## config.mk

```make
export PLATFORM = sky130hd
export DESIGN_NAME = road_game_sequencer
export DESIGN_NICKNAME = d
export VERILOG_FILES = /design/src/rtl/road_game_sequencer.sv
export SDC_FILE = /design/constraint.sdc
export NUM_CORES = 1
export LEC_CHECK = 0
export BUFFER_PORTS_ARGS = -buffer_cell sky130_fd_sc_hd__clkbuf_2
export CAP_MARGIN = 20
export CORE_UTILIZATION = 45
export CTS_CLUSTER_DIAMETER = 150
export DETAILED_ROUTE_END_ITERATION = 16
export PLACE_DENSITY_LB_ADDON = 0.08
export SYNTH_ARGS = -nofsm -noshare
export SYNTH_HDL_FRONTEND = slang
export SYNTH_SLANG_ARGS = --single-unit
```

## constraint.sdc

```tcl
create_clock -name clk -period 2.55 [get_ports clk]
set_clock_uncertainty 0.2 [all_clocks]
set_input_delay 0.51 -clock clk [delete_from_list [all_inputs] [get_ports clk]]
set_output_delay 0.51 -clock clk [all_outputs]
set_load 0.01 [all_outputs]
```

## src/rtl/road_game_sequencer.sv

```systemverilog
// Game-flow controller for the scrolling-road game: phases, lives, BCD score, level.
// Optional HISCORE_EN adds a BCD high-score register and hiscore output.
module road_game_sequencer #(
  parameter int unsigned LIVES        = 3,
  parameter int unsigned COUNT_FRAMES = 60,
  parameter int unsigned LEVEL_FRAMES = 600,
  parameter int unsigned MAX_LEVEL    = 8,
  parameter int unsigned CRASH_FRAMES = 90
) (
  input  logic        clk,
  input  logic        rst_n,
  input  logic        start_btn,
  input  logic        pause_btn,
  input  logic        frame_tick,
  input  logic        crash,
  output logic        road_run,
  output logic        road_clear,
  output logic [3:0]  level,
  output logic [1:0]  lives,
  output logic [15:0] score,
  output logic [1:0]  count_digit,
  output logic [2:0]  game_state
`ifdef HISCORE_EN
  ,
  output logic [15:0] hiscore
`endif
);

  localparam int unsigned FMAX = (COUNT_FRAMES > CRASH_FRAMES) ? COUNT_FRAMES : CRASH_FRAMES;
  localparam int unsigned FW   = $clog2(FMAX + 1);
  localparam int unsigned LW   = $clog2(LEVEL_FRAMES + 1);

  typedef enum logic [2:0] {
    S_IDLE      = 3'd0,
    S_COUNTDOWN = 3'd1,
    S_RUN       = 3'd2,
    S_PAUSE     = 3'd3,
    S_CRASH     = 3'd4,
    S_OVER      = 3'd5
  } state_t;

  state_t        state, state_nxt;
  logic          start_q, pause_q;
  logic          start_rise, pause_rise;
  logic [FW-1:0] frame_cnt, frame_cnt_nxt;
  logic [LW-1:0] level_cnt, level_cnt_nxt;
  logic [3:0]    level_nxt;
  logic [1:0]    lives_nxt;
  logic [15:0]   score_nxt;
  logic [1:0]    digit_nxt;
  logic          road_run_nxt, road_clear_nxt;
`ifdef HISCORE_EN
  logic [15:0]   hiscore_nxt;
`endif

  // Per-digit BCD increment, saturating at 9999.
  function automatic logic [15:0] bcd_inc(input logic [15:0] v);
    logic [15:0] r;
    logic        carry;
    r     = v;
    carry = 1'b1;
    if (v != 16'h9999) begin
      for (int unsigned i = 0; i < 4; i++) begin
        if (carry) begin
          if (r[i*4 +: 4] == 4'd9) begin
            r[i*4 +: 4] = '0;
          end else begin
            r[i*4 +: 4] = r[i*4 +: 4] + 4'd1;
            carry       = 1'b0;
          end
        end
      end
    end
    return r;
  endfunction

  assign start_rise = start_btn & ~start_q;
  assign pause_rise = pause_btn & ~pause_q;
  assign game_state = state;

  always_ff @(posedge clk or negedge rst_n) begin
    if (!rst_n) begin
      state       <= S_IDLE;
      start_q     <= 1'b0;
      pause_q     <= 1'b0;
      frame_cnt   <= '0;
      level_cnt   <= '0;
      level       <= 4'd1;
      lives       <= '0;
      score       <= '0;
      count_digit <= '0;
      road_run    <= 1'b0;
      road_clear  <= 1'b1;
`ifdef HISCORE_EN
      hiscore     <= '0;
`endif
    end else begin
      state       <= state_nxt;
      start_q     <= start_btn;
      pause_q     <= pause_btn;
      frame_cnt   <= frame_cnt_nxt;
      level_cnt   <= level_cnt_nxt;
      level       <= level_nxt;
      lives       <= lives_nxt;
      score       <= score_nxt;
      count_digit <= digit_nxt;
      road_run    <= road_run_nxt;
      road_clear  <= road_clear_nxt;
`ifdef HISCORE_EN
      hiscore     <= hiscore_nxt;
`endif
    end
  end

  always_comb begin
    state_nxt     = state;
    frame_cnt_nxt = frame_cnt;
    level_cnt_nxt = level_cnt;
    level_nxt     = level;
    lives_nxt     = lives;
    score_nxt     = score;
    digit_nxt     = count_digit;
    case (state)
      S_IDLE: begin
        if (start_rise) begin
          lives_nxt     = 2'(LIVES);
          score_nxt     = '0;
          level_nxt     = 4'd1;
          digit_nxt     = 2'd3;
          frame_cnt_nxt = '0;
          level_cnt_nxt = '0;
          state_nxt     = S_COUNTDOWN;
        end
      end
      S_COUNTDOWN: begin
        if (frame_tick) begin
          if (frame_cnt == FW'(COUNT_FRAMES - 1)) begin
            frame_cnt_nxt = '0;
            digit_nxt     = count_digit - 2'd1;
            if (count_digit == 2'd1) state_nxt = S_RUN;
          end else begin
            frame_cnt_nxt = frame_cnt + FW'(1);
          end
        end
      end
      S_RUN: begin
        // crash outranks pause, and both suppress the frame's score/level update
        if (crash) begin
          lives_nxt     = lives - 2'd1;
          frame_cnt_nxt = '0;
          state_nxt     = S_CRASH;
        end else if (pause_rise) begin
          state_nxt = S_PAUSE;
        end else if (frame_tick) begin
          score_nxt = bcd_inc(score);
          if (level_cnt == LW'(LEVEL_FRAMES - 1)) begin
            level_cnt_nxt = '0;
            if (level < 4'(MAX_LEVEL)) level_nxt = level + 4'd1;
          end else begin
            level_cnt_nxt = level_cnt + LW'(1);
          end
        end
      end
      S_PAUSE: begin
        if (pause_rise) state_nxt = S_RUN;
      end
      S_CRASH: begin
        if (frame_tick) begin
          if (frame_cnt == FW'(CRASH_FRAMES - 1)) begin
            frame_cnt_nxt = '0;
            if (lives == 2'd0) begin
              state_nxt = S_OVER;
            end else begin
              digit_nxt = 2'd3;
              state_nxt = S_COUNTDOWN;
            end
          end else begin
            frame_cnt_nxt = frame_cnt + FW'(1);
          end
        end
      end
      S_OVER: begin
        if (start_rise) state_nxt = S_IDLE;
      end
      default: state_nxt = S_IDLE;
    endcase
  end

  // road_clear also pulses for the single cycle that follows a survived crash.
  always_comb begin
    road_run_nxt   = (state_nxt == S_RUN);
    road_clear_nxt = (state_nxt == S_IDLE) || (state_nxt == S_OVER) ||
                     ((state == S_CRASH) && (state_nxt == S_COUNTDOWN));
`ifdef HISCORE_EN
    hiscore_nxt = hiscore;
    if ((state != S_OVER) && (state_nxt == S_OVER) && (score > hiscore))
      hiscore_nxt = score;
`endif
  end

endmodule
```

* Yosys cells after proc, flatten, opt, wreduce, memory -nomap -nowiden *
Index checks and enable logic that the tools add are counted.

word-level totals
  logic and storage cells = 153
  flip-flop bits (word level) = 48
  output and inout port bits = 29

cells by class
  bitwise operators = 4
  add/subtract/negate cells = 9
  mux-type cells = 74
  order comparisons = 1
  reductions and logical operators = 18
  equality and inequality tests = 33

operators by type and width
  kind                                                                    number
  16-bit 2-to-1 mux                                                       5
  4-bit 2-to-1 mux                                                        13
  10-bit 2-to-1 mux                                                       5
  7-bit 2-to-1 mux                                                        6
  7-bit AND reduction                                                     5
  3-bit 2-to-1 mux                                                        11
  2-bit != test (second input constant)                                   16
  16-bit one-hot mux with 2 select lines                                  1
  7-bit one-hot mux with 4 select lines                                   1
  4-bit by 1-bit adder with 4-bit output (second input constant)          5
  1-bit 2-to-1 mux                                                        20
  10-bit one-hot mux with 2 select lines                                  1
  3-bit one-hot mux with 6 select lines                                   1
  4-bit equality test (second input constant)                             4
  16-bit != test (second input constant)                                  1
  2-bit 2-to-1 mux                                                        7
  10-bit by 1-bit adder with 10-bit output (second input constant)        1
  10-bit equality test (second input constant)                            1
  5-bit AND reduction                                                     2
  3-bit by 2-bit equality test with 1-bit output (second input constant)  3
  3-bit equality test (second input constant)                             3
  4-bit one-hot mux with 2 select lines                                   1
  7-bit by 1-bit adder with 7-bit output (second input constant)          1
  7-bit by 6-bit equality test with 1-bit output (second input constant)  1
  18 further kinds                                                        24

* Longest topological paths before layout *
Gate-level depths: netlist of the first run.

  depth in word-level cells = 25
  gate-level depth with buffers = 8

* Worst setup path before layout of the first run *
OpenSTA, ideal clock, no wires.

  kind = flip-flop to flip-flop
  from = register state[2] (netlist: game_state[2])
  to = register level[0]
  slack = 0.106 ns
  data required time = 2.265 ns
  data arrival time = 2.159 ns
  period minus slack after synthesis = 2.444 ns
  library setup time = 0.085 ns
  cell stages (with the launch flop) = 8
  path buffers = 2
  cell sequence = dfrtp_1 clkbuf_1 or3b_1 buf_2 or4b_4 nand2_1 nand3_2 mux2_1

between the ends
  word-level cells in the longest chain between the ends = 3
  elaborated cells between the ends (all ways) = 11
  those cells by class = eq/ne: 7; mux: 1; reduce/logical: 3

ends and longest elaborated chain
  element                                                                              line  RTL
  start: declaration                                                                   42    state_t state, state_nxt;
  start signal: assignment                                                             98    state <= state_nxt;
  3-bit by 2-bit equality test with 1-bit output or 3-bit logical NOT (tied branches)  123   case (state)
  2-bit != test (no line) or 2-bit nonzero test (tied branches)                        -
  7-bit AND reduction (no line)                                                        -
  end signal: assignment                                                               103   level <= level_nxt;
  end: declaration                                                                     18    output logic [3:0] level,

Parallel ways exist; a longest one is shown, timed or not.
A chain may end at the register's enable or synchronous reset.

* Final worst setup path of the first run *
  from = register state[0] (netlist: game_state[0])
  to = register level[0]

Same word-level chain as after synthesis.

==> metrics, run 1 <==
Worst-path clk slew 90 ps; final setup fails 0; met2 usage 36.1%; GRT overflow 0; Layout area overhead 14.8%; antenna viol nets, final 0; Synth Cell Area 2810 sq um; Fmax 440 MHz; Fin. Hold Viols 6; NumNets Final 365; drt pass-1 iters 5; layout cells sized above 1 18.2%; H-tree depth 2; vias in the first global route 2,307; Net Count, Synth 320; sequential area share after synthesis 42.8%; # resized after CTS 0; syn_area_per_cell 9.37 sq um; Die Wd 81.0 um; PnR Total Power 2480 uW; P_leak 0.00151 uW; Initial Util 46.9%; largest net degree at the start of global routing 27; FP Rows 28; Num CTS Buffers 5; post-route setup slack 277 ps; most common flop cell mapped by yosys dfrtp_1; worst slack at placement 247 ps; FF+latch count, synth 48; post-synthesis cell type count 57; RSZ-0062 raised after global routing false; final non-filler cell total 421; die area 6570 sq um; Slew @ Worst Pin 599 ps; setup TNS 0 ps; most numerous cell in the Yosys netlist dfrtp_1; via count of the routed design 2,434; Post-CTS Setup Repair Bufs 0; Worst Hold Class input port to asynchronous set/reset pin; n_diodes 0; first-pass GRT wire length 10.9 mm; CTS tree built; fin crit share 89.1%; # DRC 0; GR met3 Demand/Resource 4.38%; Sink Count 48; Fill cells 558; crit path DAT 2310 ps; HPWL after DPL 4.69 mm; Post-synth EDFFs 0; Ports 35; Slew Viols, Final 0; port bufs 34; Post-synth top cells 46 x dfrtp_1, 34 x nand2_1, 21 x nor2_1, 19 x o21ai_0, 14 x ha_1; share of the synthesized area in the top cell type 40.9%; Synth async-reset ratio 100%; Crit. End Element flip-flop; Max IR drop VDD 0.000391 V; failing checks hold timing; Skew-Pair Late Insertion Delay 300 ps; ranking of synthesized cells by area dfrtp_1 41%, ha_1 6.2%, nand2_1 4.5%, o21ai_0 3.4%, nor2_1 2.8%; Yosys top cell by area dfrtp_1; PwrDens 767 nW/um^2; wire length per cell 15.0 um; Die Y 81.0 um; core box area 5990 sq um; GPL Wtd Cong 0.811; hold buffer count at CTS 0; Startpoint Class flip-flop; M1 GR Usage 27.9%; overall routing resource usage 21.5%; Period minus WS final 2270 ps; status finished with violations; initial antenna violation count 0; Critical Path Fanout Max 5; WP data required 2580 ps; Max Cap Viol 0; Most Crowded Layer GR met2; via/cell ratio 5.78; CTS root buf clkbuf_8; Worst slew margin 60.1%; hold_ws -11.9 ps; critical path class flip-flop to flip-flop; Mapped Cells 300; Routed WL 6.31 mm; deepest clock path buffer count 2; Iter 0 DRT Violations 90; placed cells 413; number of warnings issued by yosys 0
==> cell type report <==
class,count,area (sq um),area share (%)
flip-flops and latches,48,1200,37.3
clock buffers,7,76.3,2.37
multi-input cells,232,1530,47.4
repair buffers,46,273,8.45
inverters,12,45.0,1.40
clock inverters,1,5.00,0.155
well taps,75,93.8,2.91
==> placed cells by master, fill, tap and decap left out, types with 5 or more instances in the layout <==
master | Yosys | layout
buf_4 | 0 | 11
a31oi_1 | 8 | 8
nand2b_1 | 11 | 11
nor3_1 | 7 | 7
inv_1 | 11 | 11
nor2_1 | 21 | 21
dfrtp_1 | 46 | 46
o21ai_0 | 19 | 19
o41ai_1 | 6 | 6
clkbuf_8 | 0 | 5
o31ai_1 | 5 | 5
and3_1 | 8 | 8
nand2_1 | 34 | 34
nand3_1 | 12 | 12
nand3b_1 | 5 | 5
a21oi_1 | 10 | 10
nor2b_1 | 7 | 7
ha_1 | 14 | 14
clkbuf_2 | 0 | 34
==> metal layers <==
layer / part of all wire, % / vias up
met5: 0 / -
met3: 4.2 / 8
met1: 46 / 1177
met2: 49 / 49
met4: 0.97 / 0
li1: - / 1200
==> flip-flops by register name, indices dropped and copies added (netlist names) <==
name	count
level	4
count_digit	2
frame_cnt	7
start_q	1
road_run	1
lives	2
road_clear	1
level_cnt	10
score	16
game_state	3
pause_q	1
==> logic make-up after synthesis <==
kind of cell | count (synthesis) | synth area share, %
XOR/XNOR | 3 | 0.935
adder cells (fa/ha/maj) | 14 | 6.23
flip-flops | 48 | 42.8
AND/OR/NAND/NOR | 131 | 26.1
AO/OA/AOI/OAI | 77 | 18.6
buffers and inverters | 20 | 2.76
multiplexers | 7 | 2.63
==> per-stage QoR <==
step / utilization (%) / hold slack (ps) / area (sq um)
CTS: 53.9 / 15.2 / 3230
floorplan: - / 14.4 / 2810
finish: 53.9 / -11.9 / 3230
detailed placement: 52.5 / 290 / 3150
global route: 53.9 / 41.3 / 3230
global placement: 52.5 / 293 / 3150
==> path summary, 6_finish.rpt <==
kind | cells past startpoint | start | end | slack (ps)
min in group clk | 1 | pause_btn | pause_q | 130
worst min register to register | 1 | score[11] | score[11] | 310
worst min-delay path | 1 | rst_n | score[14] | -10
max in group asynchronous | 2 | rst_n | level[0] | 1540
worst max-delay path | 5 | game_state[0] | level[0] | 280
worst max register to register | 5 | game_state[0] | level[0] | 280
==> where the power goes <==
part	leakage [uW]	switching [uW]	total, uW	internal (uW)
Sequential	0.000619	176	1100	925
Clock	0.0000422	255	448	193
Combinational	0.000847	508	926	419
==> worst max-delay path: stages (launching register included) <==
cell,delay [ps]
dfrtp_1,370
or3b_1,450
or4b_4,540
nand2_1,200
nand3_2,120
mux2_1,330
No activity file was read; power rests on OpenSTA's default activity.
==> run 2: changes to the inputs <==
--- a/config.mk
+++ b/config.mk
@@ -5,8 +5,10 @@
 export SDC_FILE = /design/constraint.sdc
 export NUM_CORES = 1
 export LEC_CHECK = 0
+export ABC_AREA = 1
 export BUFFER_PORTS_ARGS = -buffer_cell sky130_fd_sc_hd__clkbuf_2
 export CAP_MARGIN = 20
+export CORE_MARGIN = 2
 export CORE_UTILIZATION = 45
 export CTS_CLUSTER_DIAMETER = 150
 export DETAILED_ROUTE_END_ITERATION = 16
==> metrics, run 2 <==
PwrDens 667 nW/um^2 (-13%); most used cell, CP nand2_1; Slew @ Worst Pin 616 ps (+17.2 ps); HPWL after DPL 4.92 mm (+4.8%); critical-path cell list nor2_4 -> nand2_4 -> inv_2 -> nand2_2 -> nand3_4 -> inv_4 -> nand2_2 -> inv_2 -> nand2_1 -> nand2_1 -> nand2_1; most common cell after layout, fill and taps aside nand2_1; crit path DAT 2120 ps (-190 ps); hold_ws 83.5 ps (+95.4 ps); overall routing resource usage 19.3% (-2.2 points); final setup fails 0 (unchanged); Layout area overhead 11.7%; # DRC 0 (unchanged); Worst-path clk slew 100 ps (about the same); Die Y 86.1 um (+6.3%); Mapped Cells 421 (+40%); Worst slew margin 58.9% (-1.1 points); core box area 6420 sq um (+7.2%); # resized after CTS 0 (unchanged); Biggest register score; deepest clock path buffer count 2 (unchanged); FP Rows 29 (+3.6%); Net Count, Synth 441 (+38%); Die Wd 86.1 um (+6.3%); Post-synth EDFFs 0 (unchanged); FF+latch count, synth 48 (unchanged); Crit. End Element flip-flop; Sink Count 48 (unchanged); WP data required 2560 ps (-20 ps); Worst Hold Class input port to asynchronous set/reset pin; Fin. Hold Viols 0 (-6); most frequent cells in the layout 110 x nand2_1, 53 x inv_1, 46 x nor2_1, 46 x dfrtp_1, 44 x nand3_1; Startpoint Class flip-flop; die area 7420 sq um (+13%); largest net degree at the start of global routing 49 (+81%); most numerous cell in the Yosys netlist nand2_1; Layout Utilization 52.8% (-1.1 points); Fill cells 643 (+15%); via/cell ratio 5.11 (-12%); Synth Cell Area 3030 sq um (+7.9%); biggest regs score (16), level_cnt (10), frame_cnt (7); share of the synthesized area in the top cell type 37.9% (-3.0 points); CP max-delay cell dfrtp_1; most common flop cell mapped by yosys dfrtp_1; Fmax 474 MHz (+7.8%); top cell family by delay on the critical path simple AND/OR/NAND/NOR gates; setup TNS 0 ps (unchanged); CTS root buf clkbuf_8; NumNets Final 478 (+31%); hold buffer count at CTS 0 (unchanged); max FFs per register 16 (unchanged); critical path class flip-flop to flip-flop; layout cells sized above 1 14.4% (-3.8 points); sequential area share after synthesis 39.7% (-3.1 points); fin crit share 82.7% (-6.4 points); Ports 35 (unchanged); Iter 0 DRT Violations 121 (+34%); P_leak 0.00180 uW (+19%); GPL Wtd Cong 0.862 (+6.3%); port bufs 34 (unchanged); Synth async-reset ratio 100% (unchanged); Critical Path Fanout Max 16 (+11); initial antenna violation count 0 (unchanged); PnR Total Power 2260 uW (-8.7%); Buf/Inv on CP 3 (+3); n_diodes 0 (unchanged); GRT overflow 0 (unchanged); Skew-Pair Late Insertion Delay 310 ps (about the same); antenna viol nets, final 0 (unchanged); Slew Viols, Final 0 (unchanged); RSZ-0062 raised after global routing false; H-tree depth 2 (unchanged); drt pass-1 iters 4 (-1); syn_area_per_cell 7.21 sq um (-23%); Routed WL 6.64 mm (+5.2%); via count of the routed design 2,740 (+13%); vias in the first global route 2,574 (+12%); first-pass GRT wire length 11.6 mm (+6.5%); Max IR drop VDD 0.000233 V (-40%); Initial Util 47.2% (+0.31 points); post-synthesis cell type count 33 (-42%); max incr delay on CP 540 ps (about the same); ranking of synthesized cells by area dfrtp_1 38%, nand2_1 14%, nand3_1 7.3%, inv_1 6.6%, ha_1 5.8%; wire length per cell 12.4 um (-17%); Num CTS Buffers 5 (unchanged); Yosys top cell by area dfrtp_1; Post-CTS Setup Repair Bufs 0 (unchanged); number of warnings issued by yosys 0 (unchanged); Max Cap Viol 0 (unchanged); Period minus WS final 2110 ps (-164 ps); status finished clean; CTS tree built; Post-synth top cells 110 x nand2_1, 53 x inv_1, 46 x dfrtp_1, 46 x nor2_1, 44 x nand3_1
run 2: cell types whose count changed in the layout (fill, tap and decap cells not counted), sizes merged, moves of 8 or more:
cell and change:
a31oi -8, inv +48, nand2 +81, xor2 +8, nand3 +34, nor2 +29
nand2b -11, and3 -8, buf -10
run 2: through the flow:
stage / cell area (sq um) / cells / setup slack, ps
floorplan: 3030 / 421 / 732
global placement: 3280 / 528 / 450
detailed placement: 3280 / 528 / 399
CTS: 3390 / 536 / 424
global route: 3390 / 536 / 217
finish: 3390 / 536 / 441
run 2: final cells by class:
cell class / count / area, sq um / area share (%)
multi-input combinational: 308 / 1570 / 46.4
sequential: 48 / 1200 / 35.5
tap: 77 / 96.3 / 2.84
timing repair buffer: 36 / 185 / 5.47
clock inverter: 2 / 35.0 / 1.03
inverter: 59 / 224 / 6.61
clock buffer: 6 / 72.6 / 2.14
run 2: logic make-up (layout without fill, tap and decap cells):
logic type / count (synthesis) / count (layout) / synth area share [%]
AND/OR/NAND/NOR: 238 / 238 / 35.1
buffers and inverters: 65 / 103 / 8.54
flip-flops: 48 / 48 / 39.7
AO/OA/AOI/OAI: 47 / 47 / 8.29
adder cells (fa/ha/maj): 14 / 14 / 5.77
XOR/XNOR: 9 / 9 / 2.60
run 2: worst register-to-register path: cells and delay by family, from the launching register on:
family	cells	cell delay, ps
and+or+nand+nor	8	860
DFF	1	540
buffers and inverters	3	410
run 2: layer usage:
layer  part of all wire, %  up-vias  GRT usage [%]
met5                     0        -              0
met4                  0.80        0           5.92
met3                   3.1        4           2.89
met2                    45       44           30.4
met1                    51     1269           27.5
li1                      -     1423              -
run 2: worst paths after layout:
| kind | start | end | slack (ps) | cells after the start |
|---|---|---|---|---|
| min in group clk | pause_btn | pause_q | 130 | 1 |
| max reg2reg | game_state[2] | score[8] | 440 | 11 |
| min | rst_n | frame_cnt[6] | 80 | 2 |
| max in group asynchronous | rst_n | score[13] | 1630 | 2 |
| max | game_state[2] | score[8] | 440 | 11 |
| min reg2reg | lives[0] | lives[0] | 300 | 1 |
run 2: power by group:
part	total (uW)	switching [uW]	internal, uW
registers	929	88.2	841
clock network	555	263	292
logic	777	535	242
==> run 3: changes to the inputs <==
--- a/config.mk
+++ b/config.mk
@@ -5,7 +5,7 @@
 export SDC_FILE = /design/constraint.sdc
 export NUM_CORES = 1
 export LEC_CHECK = 0
-export ABC_AREA = 1
+export ABC_AREA = 0
 export BUFFER_PORTS_ARGS = -buffer_cell sky130_fd_sc_hd__clkbuf_2
 export CAP_MARGIN = 20
 export CORE_MARGIN = 2
==> constraint.sdc (replaced) <==
create_clock -name clk -period 2.1 [get_ports clk]
set_clock_uncertainty 0.2 [all_clocks]
set_input_delay 0.42 -clock clk [delete_from_list [all_inputs] [get_ports clk]]
set_output_delay 0.42 -clock clk [all_outputs]
set_load 0.01 [all_outputs]
==> metrics, run 3 (same netlist as run 1, synthesis figures left out) <==
status finished clean; Crit. End Element flip-flop; Initial Util 46.9% (-0.31 points); vias in the first global route 2,350 (-8.7%); # DRC 0 (unchanged); R2R Setup Slk 10 ps (-430 ps); Hold Path Cell Cnt 1; Critical R2R Launch game_state[0]; CTS tree built; PnR Total Power 3270 uW (+45%); GRT overflow 0 (unchanged); FP Rows 28 (-3.4%); Worst slew margin 64.2% (+5.3 points); Biggest register score; Fmax 478 MHz (+0.89%); H-tree depth 2 (unchanged); GPL Wtd Cong 0.860 (-0.27%); Ports 35 (unchanged); worst slack at placement -32.5 ps (-431 ps); hold path startpoint pause_btn; Layout area overhead 27.8%; P_leak 0.00169 uW (-5.8%); via count of the routed design 2,553 (-6.8%); deepest clock path buffer count 2 (unchanged); Sink Count 48 (unchanged); max FFs per register 16 (unchanged); antenna viol nets, final 0 (unchanged); r2r endpoint level[0]; Routed WL 6.67 mm (+0.39%); Worst Hold Class input port to flip-flop; Skew-Pair Late Insertion Delay 310 ps (about the same); Slew Viols, Final 0 (unchanged); Period minus WS final 2090 ps (-18.6 ps); most common cell after layout, fill and taps aside dfrtp_1; layout cells sized above 1 29.3% (+15 points); R2R depth 5 (-6); biggest regs score (16), level_cnt (10), frame_cnt (7); CTS root buf clkbuf_8; Slew @ Worst Pin 536 ps (-80.1 ps); Critical Path Fanout Max 4 (-12); worst hold endpoint pause_q; Num CTS Buffers 5 (unchanged); Die Wd 83.0 um (-3.6%); via/cell ratio 5.67 (+11%); Die Y 83.0 um (-3.6%); largest net degree at the start of global routing 30 (-39%); initial antenna violation count 0 (unchanged); Fin. Hold Viols 0 (unchanged); Max Cap Viol 0 (unchanged); Max IR drop VDD 0.000504 V (+120%); final setup fails 0 (unchanged); port bufs 34 (unchanged); first-pass GRT wire length 11.1 mm (-4.5%); drt pass-1 iters 4 (unchanged); post-route setup slack 9.56 ps (-431 ps); PwrDens 910 nW/um^2 (+36%); overall routing resource usage 19.6% (+0.26 points); HPWL after DPL 4.92 mm (-0.11%); wire length per cell 14.8 um (+20%); RSZ-0062 raised after global routing true; most frequent cells in the layout 46 x dfrtp_1, 37 x buf_4, 34 x clkbuf_2, 32 x nand2_1, 20 x nor2_1; die area 6900 sq um (-7.0%); crit path DAT 2130 ps (about the same); critical path class flip-flop to flip-flop; NumNets Final 395 (-17%); fin crit share 99.5% (+17 points); Startpoint Class flip-flop; core box area 5990 sq um (-6.7%); Iter 0 DRT Violations 147 (+21%); hold_ws 23.3 ps (-60.2 ps); Worst-path clk slew 90 ps (about the same); WP data required 2140 ps (-420 ps); n_diodes 0 (unchanged)
-- run 3: area by class of cell --
type | count | area, sq um
Fill cell | 524 | 2400
Multi-Input combinational cell | 232 | 1660
Sequential cell | 48 | 1200
Timing Repair Buffer | 76 | 512
Tap cell | 75 | 93.8
Clock buffer | 5 | 68.8
Inverter | 12 | 45.0
Clock inverter | 2 | 12.5
-- run 3: metrics by stage --
step	instance area, sq um	std cells	setup TNS (ps)	util (%)
global route	3590	450	-200	60.0
floorplan	2850	300	-4130	-
finish	3590	450	0	60.0
CTS	3470	447	0	57.9
global placement	3360	439	0	56.1
detailed placement	3360	439	-119	56.1
-- run 3: worst max-delay path by stage --
stage,from,to,cells after the start
6_report,game_state[0],level[0],5
5_1_grt,game_state[2],score[3],7
4_1_cts,game_state[0],level[0],5
3_5_place_dp,game_state[0],level[0],5
3_3_place_gp,game_state[0],score[7],6
2_1_floorplan,game_state[2],score[7],7
-- run 3: routing by layer --
metal / wire, um / global-route usage, % / vias to the layer above
met5: 0 / 0 / -
met4: 82 / 5.07 / 0
met3: 243 / 4.77 / 8
met2: 3060 / 30.1 / 48
met1: 3280 / 27.6 / 1229
li1: - / - / 1268
-- run 3: where the power goes --
| part | total, uW | internal [uW] | switching, uW |
|---|---|---|---|
| Combinational | 1420 | 687 | 732 |
| Sequential | 1300 | 1120 | 178 |
| Clock | 548 | 226 | 322 |
-- run 3: timing repair --
action	in CTS	in global routing
hold buffers	1	0
hold endpoints to repair	17	0
gates resized for setup	3	22
buffers inserted	0	3
pin swaps	1	5
endpoints found under the setup margin	7	29
cloned	0	0
-- run 3: critical path, stage by stage (launching register included) --
cell and delay [ps]:
dfrtp_1 380, or3b_4 420, or4b_4 550, nand2_4 100
nand3_4 80, mux2_4 300
